===== config.mk =====
export PLATFORM = sky130hd
export DESIGN_NAME = bunny_jump_ctrl_flat
export DESIGN_NICKNAME = d
export VERILOG_FILES = /design/src/rtl/bunny_pkg.sv /design/src/rtl/bunny_jump_ctrl_if.sv /design/src/rtl/bunny_jump_ctrl_btn_debounce.sv /design/src/rtl/bunny_jump_ctrl.sv /design/src/flat_wrapper.sv
export SDC_FILE = /design/constraint.sdc
export NUM_CORES = 1
export LEC_CHECK = 0
export ABC_CLOCK_PERIOD_IN_PS = 2400
export CAP_MARGIN = 20
export CORE_MARGIN = 1.5
export CORE_UTILIZATION = 58
export CTS_BUF_LIST = sky130_fd_sc_hd__clkbuf_16
export DETAILED_ROUTE_END_ITERATION = 7
export MAX_ROUTING_LAYER = met4
export PLACE_DENSITY = 0.79
export SYNTH_ARGS = -nofsm -noshare
export SYNTH_HDL_FRONTEND = slang
export SYNTH_SLANG_ARGS = --single-unit

===== constraint.sdc =====
create_clock -name clk -period 2.4 [get_ports clk]
set_clock_uncertainty 0.15 [all_clocks]
set_input_delay 0.48 -clock clk [delete_from_list [all_inputs] [get_ports clk]]
set_output_delay 0.48 -clock clk [all_outputs]
set_load 0.005 [all_outputs]

===== src/rtl/bunny_pkg.sv =====
// bunny_pkg -- shared types and constants for the bunny jump controller.
//   jump_state_t : encoded FSM state (GROUND/AIR/COOLDOWN, 2'd3 illegal)
//   ROW_TOP/ROW_BOTTOM : LCD character row codes
//   JCNT_W : width of the saturating jump counter
package bunny_pkg;

    typedef enum logic [1:0] {
        ST_GROUND  = 2'd0,
        ST_AIR     = 2'd1,
        ST_COOL    = 2'd2,
        ST_ILLEGAL = 2'd3
    } jump_state_t;

    localparam logic ROW_TOP    = 1'b0;
    localparam logic ROW_BOTTOM = 1'b1;

    localparam int JCNT_W = 8;

    // Increment that sticks at all-ones.
    function automatic logic [JCNT_W-1:0] sat_inc(input logic [JCNT_W-1:0] v);
        return (&v) ? v : v + 1'b1;
    endfunction

endpackage


===== src/rtl/bunny_jump_ctrl_if.sv =====
// bunny_jump_ctrl_if -- game-side bundle of the bunny jump controller.
//   run, btn_jump       : game enable and raw jump button (into the controller)
//   zero_top_one_bottom : registered LCD row (0 = top/airborne, 1 = bottom)
//   busy, jump_state    : FSM status
//   jump_cnt            : saturating count of jumps taken
//   tick                : one-cycle game-tick strobe
// modport master drives the inputs (game/testbench), slave is the controller.
interface bunny_jump_ctrl_if;
    import bunny_pkg::*;

    logic              run;
    logic              btn_jump;
    logic              zero_top_one_bottom;
    logic              busy;
    logic [1:0]        jump_state;
    logic [JCNT_W-1:0] jump_cnt;
    logic              tick;

    modport master (
        output run, btn_jump,
        input  zero_top_one_bottom, busy, jump_state, jump_cnt, tick
    );

    modport slave (
        input  run, btn_jump,
        output zero_top_one_bottom, busy, jump_state, jump_cnt, tick
    );

endinterface


===== src/rtl/bunny_jump_ctrl_btn_debounce.sv =====
// btn_debounce -- 2-flop synchronizer plus level debouncer for a raw button.
//   clk, reset : clock, asynchronous active-low reset
//   raw        : asynchronous button input, active-high
//   level      : debounced level
//   rise       : one-cycle pulse, high in the first cycle level reads 1
// The level flips only after the synchronized input has disagreed with it
// for DEBOUNCE_CYC consecutive cycles; any agreement restarts the count.
module btn_debounce #(
    parameter int DEBOUNCE_CYC = 20000
) (
    input  logic clk,
    input  logic reset,
    input  logic raw,
    output logic level,
    output logic rise
);

    localparam int            CW   = (DEBOUNCE_CYC < 2) ? 1 : $clog2(DEBOUNCE_CYC + 1);
    localparam logic [CW-1:0] LAST = CW'(DEBOUNCE_CYC - 1);

    logic          sync1, sync2;
    logic [CW-1:0] cnt;

    always_ff @(posedge clk or negedge reset) begin
        if (!reset) begin
            sync1 <= 1'b0;
            sync2 <= 1'b0;
            cnt   <= '0;
            level <= 1'b0;
            rise  <= 1'b0;
        end else begin
            sync1 <= raw;
            sync2 <= sync1;
            rise  <= 1'b0;
            if (sync2 != level) begin
                if (cnt == LAST) begin
                    level <= sync2;
                    rise  <= sync2;   // registered with level, so rise and level align
                    cnt   <= '0;
                end else begin
                    cnt <= cnt + 1'b1;
                end
            end else begin
                cnt <= '0;
            end
        end
    end

endmodule


===== src/rtl/bunny_jump_ctrl.sv =====
// bunny_jump_ctrl -- jump FSM for the LCD bunny game.
//   clk, reset : clock, asynchronous active-low reset
//   bus        : bunny_jump_ctrl_if.slave (run, btn_jump in; row, busy,
//                jump_state, jump_cnt, tick out)
// A press on the debounced jump button launches the bunny to the top row for
// AIR_TICKS game ticks, then a COOL_TICKS landing lockout follows.
// Optional feature: define BUNNY_JUMP_BUFFER_EN to remember a press made during
// the lockout and relaunch straight out of COOLDOWN.
module bunny_jump_ctrl
    import bunny_pkg::*;
#(
    parameter int TICK_DIV     = 250000,
    parameter int DEBOUNCE_CYC = 20000,
    parameter int AIR_TICKS    = 8,
    parameter int COOL_TICKS   = 4
) (
    input  logic               clk,
    input  logic               reset,
    bunny_jump_ctrl_if.slave   bus
);

    localparam int            TW     = $clog2(TICK_DIV);
    localparam logic [TW-1:0] T_LAST = TW'(TICK_DIV - 1);

    localparam int            CMAX   = (AIR_TICKS > COOL_TICKS) ? AIR_TICKS : COOL_TICKS;
    localparam int            CW     = (CMAX < 2) ? 1 : $clog2(CMAX + 1);
    localparam logic [CW-1:0] AIR_LD = CW'(AIR_TICKS);
    localparam logic [CW-1:0] CL_LD  = CW'(COOL_TICKS);
    localparam logic [CW-1:0] ONE    = CW'(1);

    // ---------------- button front end ----------------
    logic btn_level;
    logic press_pulse;

    btn_debounce #(.DEBOUNCE_CYC(DEBOUNCE_CYC)) u_btn (
        .clk   (clk),
        .reset (reset),
        .raw   (bus.btn_jump),
        .level (btn_level),
        .rise  (press_pulse)
    );

    // ---------------- game tick ----------------
    logic [TW-1:0] tcnt;
    logic          tick;

    always_ff @(posedge clk or negedge reset) begin
        if (!reset)               tcnt <= '0;
        else if (tcnt == T_LAST)  tcnt <= '0;
        else                      tcnt <= tcnt + 1'b1;
    end

    assign tick = (tcnt == T_LAST);

    // ---------------- FSM ----------------
    jump_state_t       state_q, state_d;
    logic [CW-1:0]     cnt_q, cnt_d;
    logic              row_q, row_d;
    logic [JCNT_W-1:0] jcnt_q, jcnt_d;
`ifdef BUNNY_JUMP_BUFFER_EN
    logic              buf_q, buf_d;
`endif

    // State register; the row, tick counters and jump count ride along so the
    // row output is a flop and changes on the same edge as the state.
    always_ff @(posedge clk or negedge reset) begin
        if (!reset) begin
            state_q <= ST_GROUND;
            cnt_q   <= '0;
            row_q   <= ROW_BOTTOM;
            jcnt_q  <= '0;
`ifdef BUNNY_JUMP_BUFFER_EN
            buf_q   <= 1'b0;
`endif
        end else begin
            state_q <= state_d;
            cnt_q   <= cnt_d;
            row_q   <= row_d;
            jcnt_q  <= jcnt_d;
`ifdef BUNNY_JUMP_BUFFER_EN
            buf_q   <= buf_d;
`endif
        end
    end

    // Next-state logic.
    always_comb begin
        state_d = state_q;
        cnt_d   = cnt_q;
        row_d   = row_q;
        jcnt_d  = jcnt_q;
`ifdef BUNNY_JUMP_BUFFER_EN
        buf_d   = buf_q;
`endif
        if (!bus.run) begin
            // Game stopped: park on the ground, keep the jump tally.
            state_d = ST_GROUND;
            cnt_d   = '0;
            row_d   = ROW_BOTTOM;
`ifdef BUNNY_JUMP_BUFFER_EN
            buf_d   = 1'b0;
`endif
        end else begin
            unique case (state_q)
                ST_GROUND: begin
                    row_d = ROW_BOTTOM;
                    if (press_pulse) begin
                        state_d = ST_AIR;
                        cnt_d   = AIR_LD;
                        row_d   = ROW_TOP;
                        jcnt_d  = sat_inc(jcnt_q);
                    end
                end
                ST_AIR: begin
                    if (tick) begin
                        // <= covers a zero load as "last tick" instead of wrapping
                        if (cnt_q <= ONE) begin
                            state_d = ST_COOL;
                            cnt_d   = CL_LD;
                            row_d   = ROW_BOTTOM;
                        end else begin
                            cnt_d = cnt_q - 1'b1;
                        end
                    end
                end
                ST_COOL: begin
`ifdef BUNNY_JUMP_BUFFER_EN
                    if (press_pulse) buf_d = 1'b1;
`endif
                    if (tick) begin
                        if (cnt_q <= ONE) begin
`ifdef BUNNY_JUMP_BUFFER_EN
                            // A press on the final tick counts as buffered too.
                            if (buf_q || press_pulse) begin
                                state_d = ST_AIR;
                                cnt_d   = AIR_LD;
                                row_d   = ROW_TOP;
                                jcnt_d  = sat_inc(jcnt_q);
                                buf_d   = 1'b0;
                            end else begin
                                state_d = ST_GROUND;
                                cnt_d   = '0;
                            end
`else
                            state_d = ST_GROUND;
                            cnt_d   = '0;
`endif
                        end else begin
                            cnt_d = cnt_q - 1'b1;
                        end
                    end
                end
                default: begin
                    state_d = ST_GROUND;
                    cnt_d   = '0;
                    row_d   = ROW_BOTTOM;
`ifdef BUNNY_JUMP_BUFFER_EN
                    buf_d   = 1'b0;
`endif
                end
            endcase
        end
    end

    // Output logic.
    logic       busy;
    logic [1:0] jstate;

    always_comb begin
        busy   = (state_q != ST_GROUND);
        jstate = state_q;
    end

    assign bus.zero_top_one_bottom = row_q;
    assign bus.busy                = busy;
    assign bus.jump_state          = jstate;
    assign bus.jump_cnt            = jcnt_q;
    assign bus.tick                = tick;

    // The debounced level itself is only consumed through its rise pulse here.
    logic unused_ok;
    assign unused_ok = btn_level;

endmodule


===== src/flat_wrapper.sv =====
// flat-port wrapper written by rule: the top's interface ports become plain ports
module bunny_jump_ctrl_flat import bunny_pkg::*;
#(
    parameter int TICK_DIV     = 250000,
    parameter int DEBOUNCE_CYC = 20000,
    parameter int AIR_TICKS    = 8,
    parameter int COOL_TICKS   = 4
)
  (clk, reset, bus_run, bus_btn_jump, bus_zero_top_one_bottom, bus_busy, bus_jump_state, bus_jump_cnt, bus_tick);
  bunny_jump_ctrl_if bus_i ();
  input  logic clk;
  input  logic reset;
  input wire logic [$bits(bus_i.run)-1:0] bus_run;
  input wire logic [$bits(bus_i.btn_jump)-1:0] bus_btn_jump;
  output wire logic [$bits(bus_i.zero_top_one_bottom)-1:0] bus_zero_top_one_bottom;
  output wire logic [$bits(bus_i.busy)-1:0] bus_busy;
  output wire logic [$bits(bus_i.jump_state)-1:0] bus_jump_state;
  output wire logic [$bits(bus_i.jump_cnt)-1:0] bus_jump_cnt;
  output wire logic [$bits(bus_i.tick)-1:0] bus_tick;
  assign bus_i.run = bus_run;
  assign bus_i.btn_jump = bus_btn_jump;
  assign bus_zero_top_one_bottom = bus_i.zero_top_one_bottom;
  assign bus_busy = bus_i.busy;
  assign bus_jump_state = bus_i.jump_state;
  assign bus_jump_cnt = bus_i.jump_cnt;
  assign bus_tick = bus_i.tick;
  bunny_jump_ctrl #(.TICK_DIV(TICK_DIV), .DEBOUNCE_CYC(DEBOUNCE_CYC), .AIR_TICKS(AIR_TICKS), .COOL_TICKS(COOL_TICKS)) u_core (.clk(clk), .reset(reset), .bus(bus_i));
endmodule

# --- Word level (Yosys, flattened, before mapping) ---
# Cells that the tools add are included.
word_totals:
  wordCells: 59
  regBits: 52
  latchBits: 0
  output_inout_bits: 13
  in_bits: 4
  memories: 0
  ramBits: 0
  mem_bits_ro: 0
classes:
  shift: 0
  muxes: 24
  bitwise_logic: 1
  magnitude_cmp: 1
  reduce_logical: 8
  div: 0
  add_sub_neg: 4
  n_mul: 0
  eq_ne: 11
op_table:
  columns: ["operator", "count"]
  rows:
  - ["$mux 15", 2]
  - ["$mux 4", 6]
  - ["$add 18x1->18 const B", 1]
  - ["$eq 18x18->1 const B", 1]
  - ["$mux 18", 1]
  - ["$add 15x1->15 const B", 1]
  - ["$eq 15x15->1 const B", 1]
  - ["$mux 2", 6]
  - ["$pmux 4 s3", 1]
  - ["$ne 3x3->1 const B", 3]
  - ["$add 8x1->8 const B", 1]
  - ["$reduce_and 8->1", 1]
  - ["$mux 1", 6]
  - ["$ne 3x2->1 const B", 2]
  - ["$pmux 2 s3", 1]
  - ["$reduce_and 3->1", 2]
  - ["$reduce_and 5->1", 1]
  - ["$le 4x1->1 const B", 1]
  - ["$reduce_and 4->1", 1]
  - ["$sub 4x1->4 const B", 1]
  - ["$pmux 1 s3", 1]
  - ["$eq 2x1->1 const B", 1]
  - ["$eq 2x2->1 const B", 1]
  - ["$logic_not 2->1", 1]
  - ["other kinds (5)", 5]

# --- Logic depth before layout (Yosys ltp) ---
# Gate-level depths: netlist (run 1).
depth:
  depth_word: 5
  mapped_depth: 8
  ltp_nobuf: 7

# --- By module ---
# Synthesis (run 1) repeated with hierarchy kept, for this count alone.
unflattened:
  hier_cells: 233
  area_unflattened_um2: 2578.7
by_module_without_submodules:
  columns: ["mod", "n_inst", "area_per_inst_um2", "cells_per_inst"]
  rows:
  - ["bunny_jump_ctrl", 1, 1639.1, 154]
  - ["btn_debounce", 1, 939.7, 79]

# --- Worst setup path before layout (run 1) ---
# No wires, ideal clock.
synth_path:
  path_kind: "reg2out"
  start: "reg u_core.tcnt[0]"
  end: "out bus_tick"
  path_slack_ps: 425
  stages_incl_launch_ff: 7
  path_buffers: 2
  required_time_ps: 1770
  arrival_time_ps: 1345
  cell_sequence: "dfrtp_1 > ha_1 > and3_4 > and4_1 > and3_1 > buf_6 > clkbuf_8"
synth_via:
  elab_chain_len: 1
synth_rtl:
  columns: ["element", "line", "source"]
  rows:
  - ["from (decl)", "bunny_jump_ctrl.sv:44", "logic [TW-1:0] tcnt;"]
  - ["from (signal assigned)", "bunny_jump_ctrl.sv:50", "else tcnt <= tcnt + 1'b1;"]
  - ["$eq 18x18->1", "bunny_jump_ctrl.sv:53", "assign tick = (tcnt == T_LAST);"]
  - ["to (decl)", "flat_wrapper.sv:19", "output wire logic [$bits(bus_i.tick)-1:0] bus_tick;"]
# No other way between the ends.

# --- Final worst setup path (run 1) ---
layout_path:
  start: "reg u_core.tcnt[1]"
  end: "out bus_tick"
# Same word-level chain as after synthesis.

==> summary by stage, run 1 <==
Synth
The number of different library cells used by synthesis comes to 43. In this run, synthesis inferred 0 flip-flops with an integrated enable. By area the synthesized netlist is led by dfrtp_1, xnor2_1, xor2_1. The cell area that synthesis handed to floorplanning was 2470 sq um.

The most used flip-flop cell after synthesis is dfrtp_1. Counting flops with an async set or reset pin after synthesis yields a share of 100%. The post-synthesis area per instance is 10.9 sq um. Synthesis produced a netlist with a net count of 235. The count of synthesis-stage warnings from yosys is 0.

In this run the biggest area consumer among cell types represents 51.6% of the synthesized area. The synthesized design contains 52 register bits. The number of instances in the synthesized netlist is 226. The most frequently used cell type in the post-synthesis netlist is dfrtp_1.

In the synthesized netlist, the cells that appear most often are dfrtp_1, nor2_1, xnor2_1. The largest total area in the synthesized netlist belongs to dfrtp_1. The register area share after synthesis is 52.7%.

Setup path
The cell seen most often among critical-path stages is and3_4. The number of buffers and inverters on the critical path is 1. The worst endpoint required time is 1.77 ns.

The worst-path cell with the longest stage delay is dfrtp_1. The type of origin of the critical path is a flop. The category of cells accounting for the largest share of critical-path delay is simple AND/OR/NAND/NOR gates. The longest individual stage delay on the worst path is 0.38 ns. The critical path goes through ha_2 > and3_4 > and4_1 > and3_4 > dlygate4sd2_1. The capturing element type of the critical path is an output pin. For the worst setup path, the data arrival time is 1.61 ns.

The critical path in this run is classified as flop to output pin. The biggest fanout along the worst timing path is 4.

Place
The HPWL after detailed placement is 2880 microns. The number of buffers added on ports is 16. The weighted congestion reported at the end of routability-driven placement is 0.744. The total cell area at the placement stage is 2690 sq um.

Clock network
The deepest level of the CTS H-tree is 2. The latest clock arrival within the worst-skew pair is 0.28 ns. No sink is reached through more buffers than the 2 on the longest clock path. The CTS root buffer is clkbuf_16. The clock buffer count from CTS is 5. TritonCTS built the clock tree. The clock transition at the registers of the reported paths is 0.07 ns.

The number of clock sinks is 52.

Finish
At the end of the flow, the number of nets in the layout was 262. The cell area after layout is 2860 sq um. The number of inserted diodes is 0. Relative to the synthesized area, the layout overhead comes to 15.6%.

In the final layout, the share of cells above drive strength 1 is 11.4%.

Floorplan
The number of placement rows is 23. The I/O pin count is 17. The horizontal die dimension is 68.3 microns. The die covers 4660 sq um. The core region is 4060 sq um. For this configuration, the core starts out at a cell density of 60.9%.

Measured along the y axis, the die boundary spans 68.3 microns.

Global routing
The pin count of the biggest net entering global routing is 25. The number of global-route vias before repair is 1590. The first global-routing pass estimated 7180 microns of wire. The final global-route overflow total is 0.

The number of antenna violations at the first check in global routing is 0. Global routing consumed, over all layers together, 21.8% of the routing resources.

Timing
The final critical-path share of the clock period is 93.5%. The max-slew violation count came to 0. The number of hold violations in the final report is 0. The actual slew at the worst max-slew pin is 0.519 ns. The worst hold margin is 0.0132 ns. Setup repair after global routing left no endpoint under its margin. Static timing analysis puts the maximum clock frequency at 0.445 GHz.

The accumulated negative setup slack is 0 ns. The number of endpoints failing setup at the final stage is 0. The relative max-transition margin is 65.4%. The post-route minimum period is 2.24 ns.

Drt
The total detailed-routing wirelength is 4290 microns. The via count of the routed design is 1657. The initial detailed-routing violation count is 67. The average wire per cell in the routed design is 14.1 microns.

The remaining antenna violation count after routing is 0. After detailed routing, the number of remaining DRC violations is 0. The post-detailed-route via-to-cell ratio is 5.45.

The pre-antenna-repair detailed-routing pass consisted of 4 iterations.

Pwr
The maximum vdd ir drop is 0.368 mV. After layout, the design draws a total of 1.62 mW. For this design the ratio of total power to cell area is 569 nW/um^2. The static leakage is 1.31 nW.

Run
The number of max-capacitance violations reported is 0.

Hold path
The min-delay analysis places its worst path in the category primary input to asynchronous set/reset pin.

Outcome
The flow ran to the end, and the final reports show no timing, DRC or antenna violations.
layer usage:
| layer | wire [microns] | part of all wire (%) | vias up | GRT usage [%] |
|---|---|---|---|---|
| li1 | - | - | 833 | - |
| met5 | 0 | 0 | - | - |
| met1 | 1970 | 46 | 800 | 26.8 |
| met4 | 43 | 1.0 | 0 | 6.50 |
| met3 | 126 | 2.9 | 5 | 5.43 |
| met2 | 2150 | 50 | 19 | 35.8 |
cell usage in the layout, fill, tap and decap left out, types with 2 or more instances in the layout:
cell type        count
dfrtp_1             51
nor2_1              28
xnor2_1             18
nand3_1             16
nand2_1             16
xor2_1              16
clkdlybuf4s50_1     14
inv_1                8
and3_1               7
buf_4                7
nor3_1               6
o21ai_0              5
nand4_1              5
clkbuf_16            5
and4_1               4
ha_1                 4
and3_4               3
mux2i_1              3
nor2b_1              3
nor4b_1              2
nand2b_1             2
a211oi_1             2
mux2_2               2
mux2_4               2
clkinv_2             2
what timing repair did:
item | in CTS | in global routing
buffers inserted | 3 | 0
endpoints found under the setup margin | 1 | 0
hold buffers | 0 | 0
resized for setup | 3 | 0
sequential cells by signal (all words and copies together), names as in the netlist:
signal	flops
u_core.u_btn.sync1	1
u_core.bus.zero_top_one_bottom	1
u_core.u_btn.level	1
u_core.bus.jump_cnt	8
u_core.bus.jump_state	2
u_core.u_btn.rise	1
u_core.tcnt	18
u_core.u_btn.cnt	15
u_core.u_btn.sync2	1
u_core.cnt_q	4
kinds of logic after synthesis:
family	share of synthesized area, %
AOI/OAI and AO/OA	5.82
buffers and inverters	2.43
and+or+nand+nor	21.1
muxes	3.34
DFF	52.7
xor gates and xnor gates	12.1
adders and majority gates	2.53
per-stage QoR:
stage / util [%] / setup slack, ns / std cells
5_1_grt: 70.4 / 0.0983 / 304
2_1_floorplan: - / 0.425 / 226
3_3_place_gp: 66.3 / 0.172 / 293
3_5_place_dp: 66.3 / 0.145 / 293
6_report: 70.4 / 0.155 / 304
4_1_cts: 70.4 / 0.153 / 304
final cells by class:
cell class                 instances  area [sq um]
fill                             292          1200
timing repair buffer              23           206
tap                               50          62.6
sequential                        52          1300
inverter                           8          30.0
clock buffer                       5           125
clock inverter                     3          13.8
multi-input combinational        163          1120
worst paths after layout:
| path | start | to | slack, ns | cells past startpoint |
|---|---|---|---|---|
| min | reset | u_core.tcnt[4] | 0.01 | 1 |
| max | u_core.tcnt[1] | bus_tick | 0.16 | 5 |
| min reg2reg | u_core.u_btn.sync1 | u_core.u_btn.sync2 | 0.20 | 0 |
| max reg2reg | u_core.tcnt[1] | u_core.cnt_q[0] | 0.36 | 7 |
| max in group asynchronous | reset | u_core.u_btn.cnt[2] | 1.49 | 2 |
| min in group clk | u_core.u_btn.sync1 | u_core.u_btn.sync2 | 0.20 | 0 |
power by group:
group	internal [mW]	total (mW)	switching (mW)	leakage, nW
sequential	0.885	0.893	0.00809	0.698
combinational	0.0218	0.0572	0.0355	0.539
clock	0.379	0.674	0.295	0.0710
total	1.29	1.62	0.339	1.31
No activity file was read; power rests on OpenSTA's default activity.
==> run 2, diff against run 1 <==
--- a/config.mk
+++ b/config.mk
@@ -5,14 +5,15 @@
 export SDC_FILE = /design/constraint.sdc
 export NUM_CORES = 1
 export LEC_CHECK = 0
-export ABC_CLOCK_PERIOD_IN_PS = 2400
+export ABC_CLOCK_PERIOD_IN_PS = 2700
 export CAP_MARGIN = 20
 export CORE_MARGIN = 1.5
-export CORE_UTILIZATION = 58
+export CORE_UTILIZATION = 62
 export CTS_BUF_LIST = sky130_fd_sc_hd__clkbuf_16
 export DETAILED_ROUTE_END_ITERATION = 7
 export MAX_ROUTING_LAYER = met4
-export PLACE_DENSITY = 0.79
+export PLACE_DENSITY = 0.83
+export SLEW_MARGIN = 30
 export SYNTH_ARGS = -nofsm -noshare
 export SYNTH_HDL_FRONTEND = slang
 export SYNTH_SLANG_ARGS = --single-unit
==> constraint.sdc (replaced) <==
create_clock -name clk -period 2.7 [get_ports clk]
set_clock_uncertainty 0.15 [all_clocks]
set_input_delay 0.54 -clock clk [delete_from_list [all_inputs] [get_ports clk]]
set_output_delay 0.54 -clock clk [all_outputs]
set_load 0.005 [all_outputs]
==> run 2 against run 1 <==
Hold slack gained 0.18 ns. Power fell by 11%. Critical path depth stayed put. Count of clock-buffer cells in the layout did not move. Die area is 6.2% lower. Combinational power decreased by 16%. Routed wire length grew 3.1%. First-iteration DRC count grew 54%. Setup slack gained 0.26 ns. Largest cell class unchanged. Clock power shrank 9.2%.
==> summary by stage, run 2 (same netlist as run 1, synthesis figures left out) <==
Finish
u_core.tcnt holds more flip-flops than any other register. 0 antenna diodes ended up in the layout. The register with the most flip-flops in the layout has 18 of them.

The end-of-flow core utilization is 75.8%. The layout net count is 258. Of the cells placed in the final design, the portion with a size suffix greater than 1 is 10.4%. Compared with the post-synthesis result, the final layout area differs by 14.9%. The most common cell after layout, fill and taps aside is dfrtp_1. The top cell types in the final layout, fill and taps aside, are dfrtp_1, nor2_1, xnor2_1.

Setup path
The type of origin of the critical path is a flop. The register-to-register setup slack is 0.55 ns. The category of the most critical setup path is flop to output pin.

The worst reg2reg path startpoint is u_core.tcnt[0]. The startpoint of the worst setup timing path is u_core.tcnt[0]. Data arrives at the worst endpoint at 1.59 ns. The worst-case reg-to-reg path depth is 7. The endpoint identified for the worst register-to-register timing path is u_core.cnt_q[0]. The critical path ends at bus_tick. The worst endpoint required time is 2.01 ns. Along the worst path, the maximum fanout reaches 4. The capturing element type of the critical path is an output pin.

Outcome
The run finished with clean final reports.

Clock network
The clock buffer count from CTS is 5. The maximum clock path buffer count is 2. CTS saw 52 sinks.

The tree is rooted in a clkbuf_16. After clock tree synthesis, the flow added hold-fix buffers numbering 0. The deepest level of the CTS H-tree is 2. The latest clock arrival within the worst-skew pair is 0.29 ns. The clock tree from TritonCTS is done.

After clock tree synthesis, the clock-pin slew on the worst setup and hold paths is 0.07 ns.

Floorplan
The total core area is 3740 sq um. Measured along the x axis, the die boundary spans 66.1 microns. The die outline area is 4370 sq um. In this run the vertical extent of the chip is 66.1 microns. The I/O pin count is 17. For this configuration, the core starts out at a cell density of 66.0%. The initialized floorplan defines 22 standard-cell rows.

Run
The tool flagged a number of max-cap violations equal to 0.

Place
The number of buffers added on ports is 16. The weighted congestion reported at the end of routability-driven placement is 0.753. The post-place setup slack is 0.351 ns. The HPWL after detailed placement is 2870 microns.

Hold path
The kind of path behind the tightest hold check is primary input to asynchronous set/reset pin.

Timing
The post-route minimum period is 2.28 ns. The top achievable clock speed is 0.438 GHz. The number of endpoints failing setup at the final stage is 0. The worst path meets setup with 0.419 ns of slack. Adding up every negative setup slack in the final design gives 0 ns. The max-slew violation count is 0. Setup repair after global routing left no endpoint under its margin.

For the pin with the worst max-slew slack, the measured transition is 0.783 ns. The number of hold violations in the final report was 0. The final critical-path share of the clock period is 84.5%. Headroom to the max-slew limit came out at 47.4%.

Drt
The final routed DRC violation total is 0. The initial detailed-routing violation count is 103. After detailed routing, the number of vias per cell comes to 5.53. The average wire per cell in the routed design is 14.8 microns. The first detailed-routing pass ran for 4 iterations. Summed over all layers, the routed wires come to 4430 microns. Across all layers, the routed design uses 1647 vias. The remaining antenna violation count after routing is 0.

Global routing
The global routing usage on met3 is 5.11%. In the global route stage, met1 resource usage came out at 28.5%. The first global-routing pass estimated 7400 microns of wire. Entering global routing, the biggest net connects 53 pins.

The met2 track demand over resource in global routing is 39.0%. The number of global-route vias before repair is 1633. The number of antenna violations at the first check in global routing is 0. The final global-route overflow total is 0. For this run, the total global-route usage over all layers was measured as 23.3%. The peak-usage layer in the global routing report is met2.

Pwr
The static leakage is 1.31 nW. IR analysis of the VDD net gives a maximum drop of 0.364 mV. Dividing total power by cell area gives a power density of 512 nW/um^2.
-- run 2: worst min path at each step --
stage / slack [ns] / from / endpoint
6_report: 0.20 / reset / u_core.tcnt[8]
5_1_grt: 0.22 / u_core.u_btn.sync1 / u_core.u_btn.sync2
4_1_cts: 0.20 / u_core.u_btn.sync1 / u_core.u_btn.sync2
3_5_place_dp: 0.18 / u_core.u_btn.sync1 / u_core.u_btn.sync2
3_3_place_gp: 0.18 / u_core.u_btn.sync1 / u_core.u_btn.sync2
2_1_floorplan: 0.09 / reset / u_core.bus.jump_cnt[0]
-- run 2: worst max-delay path, stage by stage, from the launching register on --
cell            delay [ns]
dfrtp_1               0.45
ha_4                  0.19
and3_4                0.19
and4_1                0.17
and3_1                0.15
dlymetal6s2s_1        0.15
-- run 2: area by class of cell --
class                      instances  area, sq um
sequential                        52         1300
multi-input combinational        163         1120
fill                             263          905
timing repair buffer              19          180
clock buffer                       5          125
tap                               48         60.1
inverter                           8         30.0
clock inverter                     3         18.8
-- run 2: through the flow --
| stage | hold slack (ns) | std cells | power [mW] | instance area [sq um] |
|---|---|---|---|---|
| 5_1_grt | 0.221 | 298 | 1.50 | 2840 |
| 2_1_floorplan | 0.0944 | 226 | 0.831 | 2470 |
| 3_5_place_dp | 0.185 | 289 | 0.857 | 2670 |
| 6_report | 0.198 | 298 | 1.45 | 2840 |
| 3_3_place_gp | 0.184 | 289 | 0.855 | 2670 |
| 4_1_cts | 0.200 | 297 | 1.47 | 2820 |
-- run 2: metal layers --
metal	wire, microns	vias up
met4	30	0
met3	97	4
met1	2050	800
met5	0	-
met2	2250	20
li1	-	823
-- run 2: what timing repair did --
action / CTS / global route
setup buffers: 0 / 1
gates resized for setup: 1 / 3
gates cloned: 0 / 0
pin swaps: 0 / 1
setup endpoints to repair: 1 / 1
-- run 2: power by group --
group          switching (mW)  internal (mW)
combinational          0.0314         0.0166
sequential            0.00667          0.787
clock                   0.270          0.342
==> patch: new RTL, config.mk and constraints of run 1 <==
Make the reset (`reset`) synchronous in 3 clocked blocks. Comments in the files are not updated.
--- a/src/rtl/bunny_jump_ctrl_btn_debounce.sv
+++ b/src/rtl/bunny_jump_ctrl_btn_debounce.sv
@@ -21,7 +21,7 @@
     logic          sync1, sync2;
     logic [CW-1:0] cnt;
 
-    always_ff @(posedge clk or negedge reset) begin
+    always_ff @(posedge clk) begin
         if (!reset) begin
             sync1 <= 1'b0;
             sync2 <= 1'b0;
--- a/src/rtl/bunny_jump_ctrl.sv
+++ b/src/rtl/bunny_jump_ctrl.sv
@@ -44,7 +44,7 @@
     logic [TW-1:0] tcnt;
     logic          tick;
 
-    always_ff @(posedge clk or negedge reset) begin
+    always_ff @(posedge clk) begin
         if (!reset)               tcnt <= '0;
         else if (tcnt == T_LAST)  tcnt <= '0;
         else                      tcnt <= tcnt + 1'b1;
@@ -63,7 +63,7 @@
 
     // State register; the row, tick counters and jump count ride along so the
     // row output is a flop and changes on the same edge as the state.
-    always_ff @(posedge clk or negedge reset) begin
+    always_ff @(posedge clk) begin
         if (!reset) begin
             state_q <= ST_GROUND;
             cnt_q   <= '0;
Formal check against the unedited RTL: same outputs for any inputs over 10 cycles, from zero or initial values and one cycle with reset low; that may be too few to reach the edited logic, so the function may still have changed.
==> patch against run 1 <==
- sequential share of layout area shrank 9.3 points
- global-route usage shrank 1.8 points
- wire length shrank 1.6%
- worst setup slack gained 160 ps
- final area grew 0.96%
- sequential cell count is the same
- area after synthesis shrank 0.30%
- critical path depth grew 1
- maximum frequency grew 7.6%
- non-clock buffer count grew 1
- largest cell class is now multi-input combinational cells
- power shrank 2.7%
- count of clock-buffer cells in the layout is the same
==> patch: results (changes against run 1) <==
metric	value	unit	change
grt_pass1_wl	6.80	mm	was 7.18 mm
r2r-start	u_core.tcnt[11]$_SDFF_PP0_		was u_core.tcnt[1]$_DFF_PN0_
syn_to_final_growth	17.1	%	was 15.6%
crit_arrival	2080	ps	was 1610 ps
grt_usage	20.0	%	was 21.8%
syn_nets	279		was 235
cts_inserted_buffers	5		unchanged
slowest_stage	o21ai_2		was dfrtp_1
ys_types	48		was 43
grt_pass1_vias	1596		was 1590
place_congestion	0.773		was 0.744
synth_area_leaders	dfxtp_1, xnor2_1, xor2_1		was dfrtp_1, xnor2_1, xor2_1
reg2reg_to	u_core.tcnt[3]$_SDFF_PP0_		was u_core.cnt_q[0]$_DFFE_PN0P_
p_leak	1.03	nW	was 1.31 nW
cp-end-kind	flip-flop		was primary output
crit_family	compound AO/OA/AOI/OAI gates		was simple AND/OR/NAND/NOR gates
layout.nets	304		was 262
clockBufferDepth	2		unchanged
cp_slowest_stage_delay	570	ps	was 380 ps
antenna_found_initial	0		unchanged
min_to	u_core.u_btn.sync2$_SDFF_PN0_		
routed_wl	4.23	mm	was 4.29 mm
seq_area_frac_synth	42.3	%	was 52.7%
drtIter0Drc	98		was 67
dp_hpwl	2.96	mm	was 2.88 mm
hp-class	flip-flop to flip-flop		was input port to asynchronous set/reset pin
worst-r2r-setup-slack	310	ps	was 360 ps
status	finished clean		unchanged
setup_ws	313	ps	was 155 ps
grt_max_degree	19		was 25
cp_max_fo	18		was 4
reg2regPathDepth	6		was 7
synthFlopType	dfxtp_1		was dfrtp_1
vias	1852		was 1657
netlist_top_cells_count	dfxtp_1, nor2_1, nand2_1		was dfrtp_1, nor2_1, xnor2_1
worst_slew_pin_slew	727	ps	was 519 ps
layout-drive-gt1-share	13.5	%	was 11.4%
fillers	331		was 292
ir_worst_vdd	0.378	mV	was 0.368 mV
dpl_worst_slack	118	ps	was 145 ps
[patch: cells by family (layout without fill, tap and decap cells)]
group | count (synthesis) | in the layout | synth area share [%]
xor+xnor | 34 | 34 | 12.1
mux | 7 | 7 | 2.89
buf+inv | 14 | 40 | 2.39
compound gates | 23 | 23 | 6.91
flops | 52 | 52 | 42.3
fa+ha+maj | 5 | 5 | 2.54
simple gates | 135 | 135 | 30.9
[patch: routing by layer]
metal | wire length (um) | vias to the layer above | track usage (%)
li1 | - | 980 | -
met1 | 2080 | 851 | 23.5
met2 | 1980 | 14 | 32.4
met3 | 104 | 7 | 5.92
met4 | 63 | 0 | 7.50
met5 | 0 | - | -
[patch: what timing repair did]
| action | CTS | global route |
|---|---|---|
| pin swaps | 2 | 2 |
| buffers inserted | 2 | 2 |
| endpoints found under the setup margin | 1 | 1 |
| hold endpoints to repair | 0 | 0 |
| resized for setup | 6 | 4 |
[patch: cell type report]
type	count	area (um2)	share of cell area, %
clock buffer	5	125	4.34
clock inverter	3	13.8	0.477
timing repair buffer	24	223	7.72
sequential	52	1050	36.3
multi-input combinational	204	1380	48.0
tap	50	62.6	2.17
inverter	8	30.0	1.04
[patch: power breakdown]
group	switching, mW	internal, mW	total, mW
Combinational	0.0205	0.0159	0.0363
Clock	0.291	0.379	0.670
Sequential	0.00509	0.870	0.875
Total	0.317	1.26	1.58
[patch: stage by stage]
stage | util [%] | instances | total power [mW] | hold slack, ps | cell area (um2)
2_1_floorplan | - | 270 | 0.914 | 262 | 2460
3_3_place_gp | 66.7 | 334 | 0.926 | 265 | 2690
3_5_place_dp | 66.7 | 334 | 0.927 | 273 | 2690
4_1_cts | 70.9 | 344 | 1.61 | 278 | 2860
5_1_grt | 71.6 | 346 | 1.64 | 328 | 2880
6_report | 71.6 | 346 | 1.58 | 283 | 2880
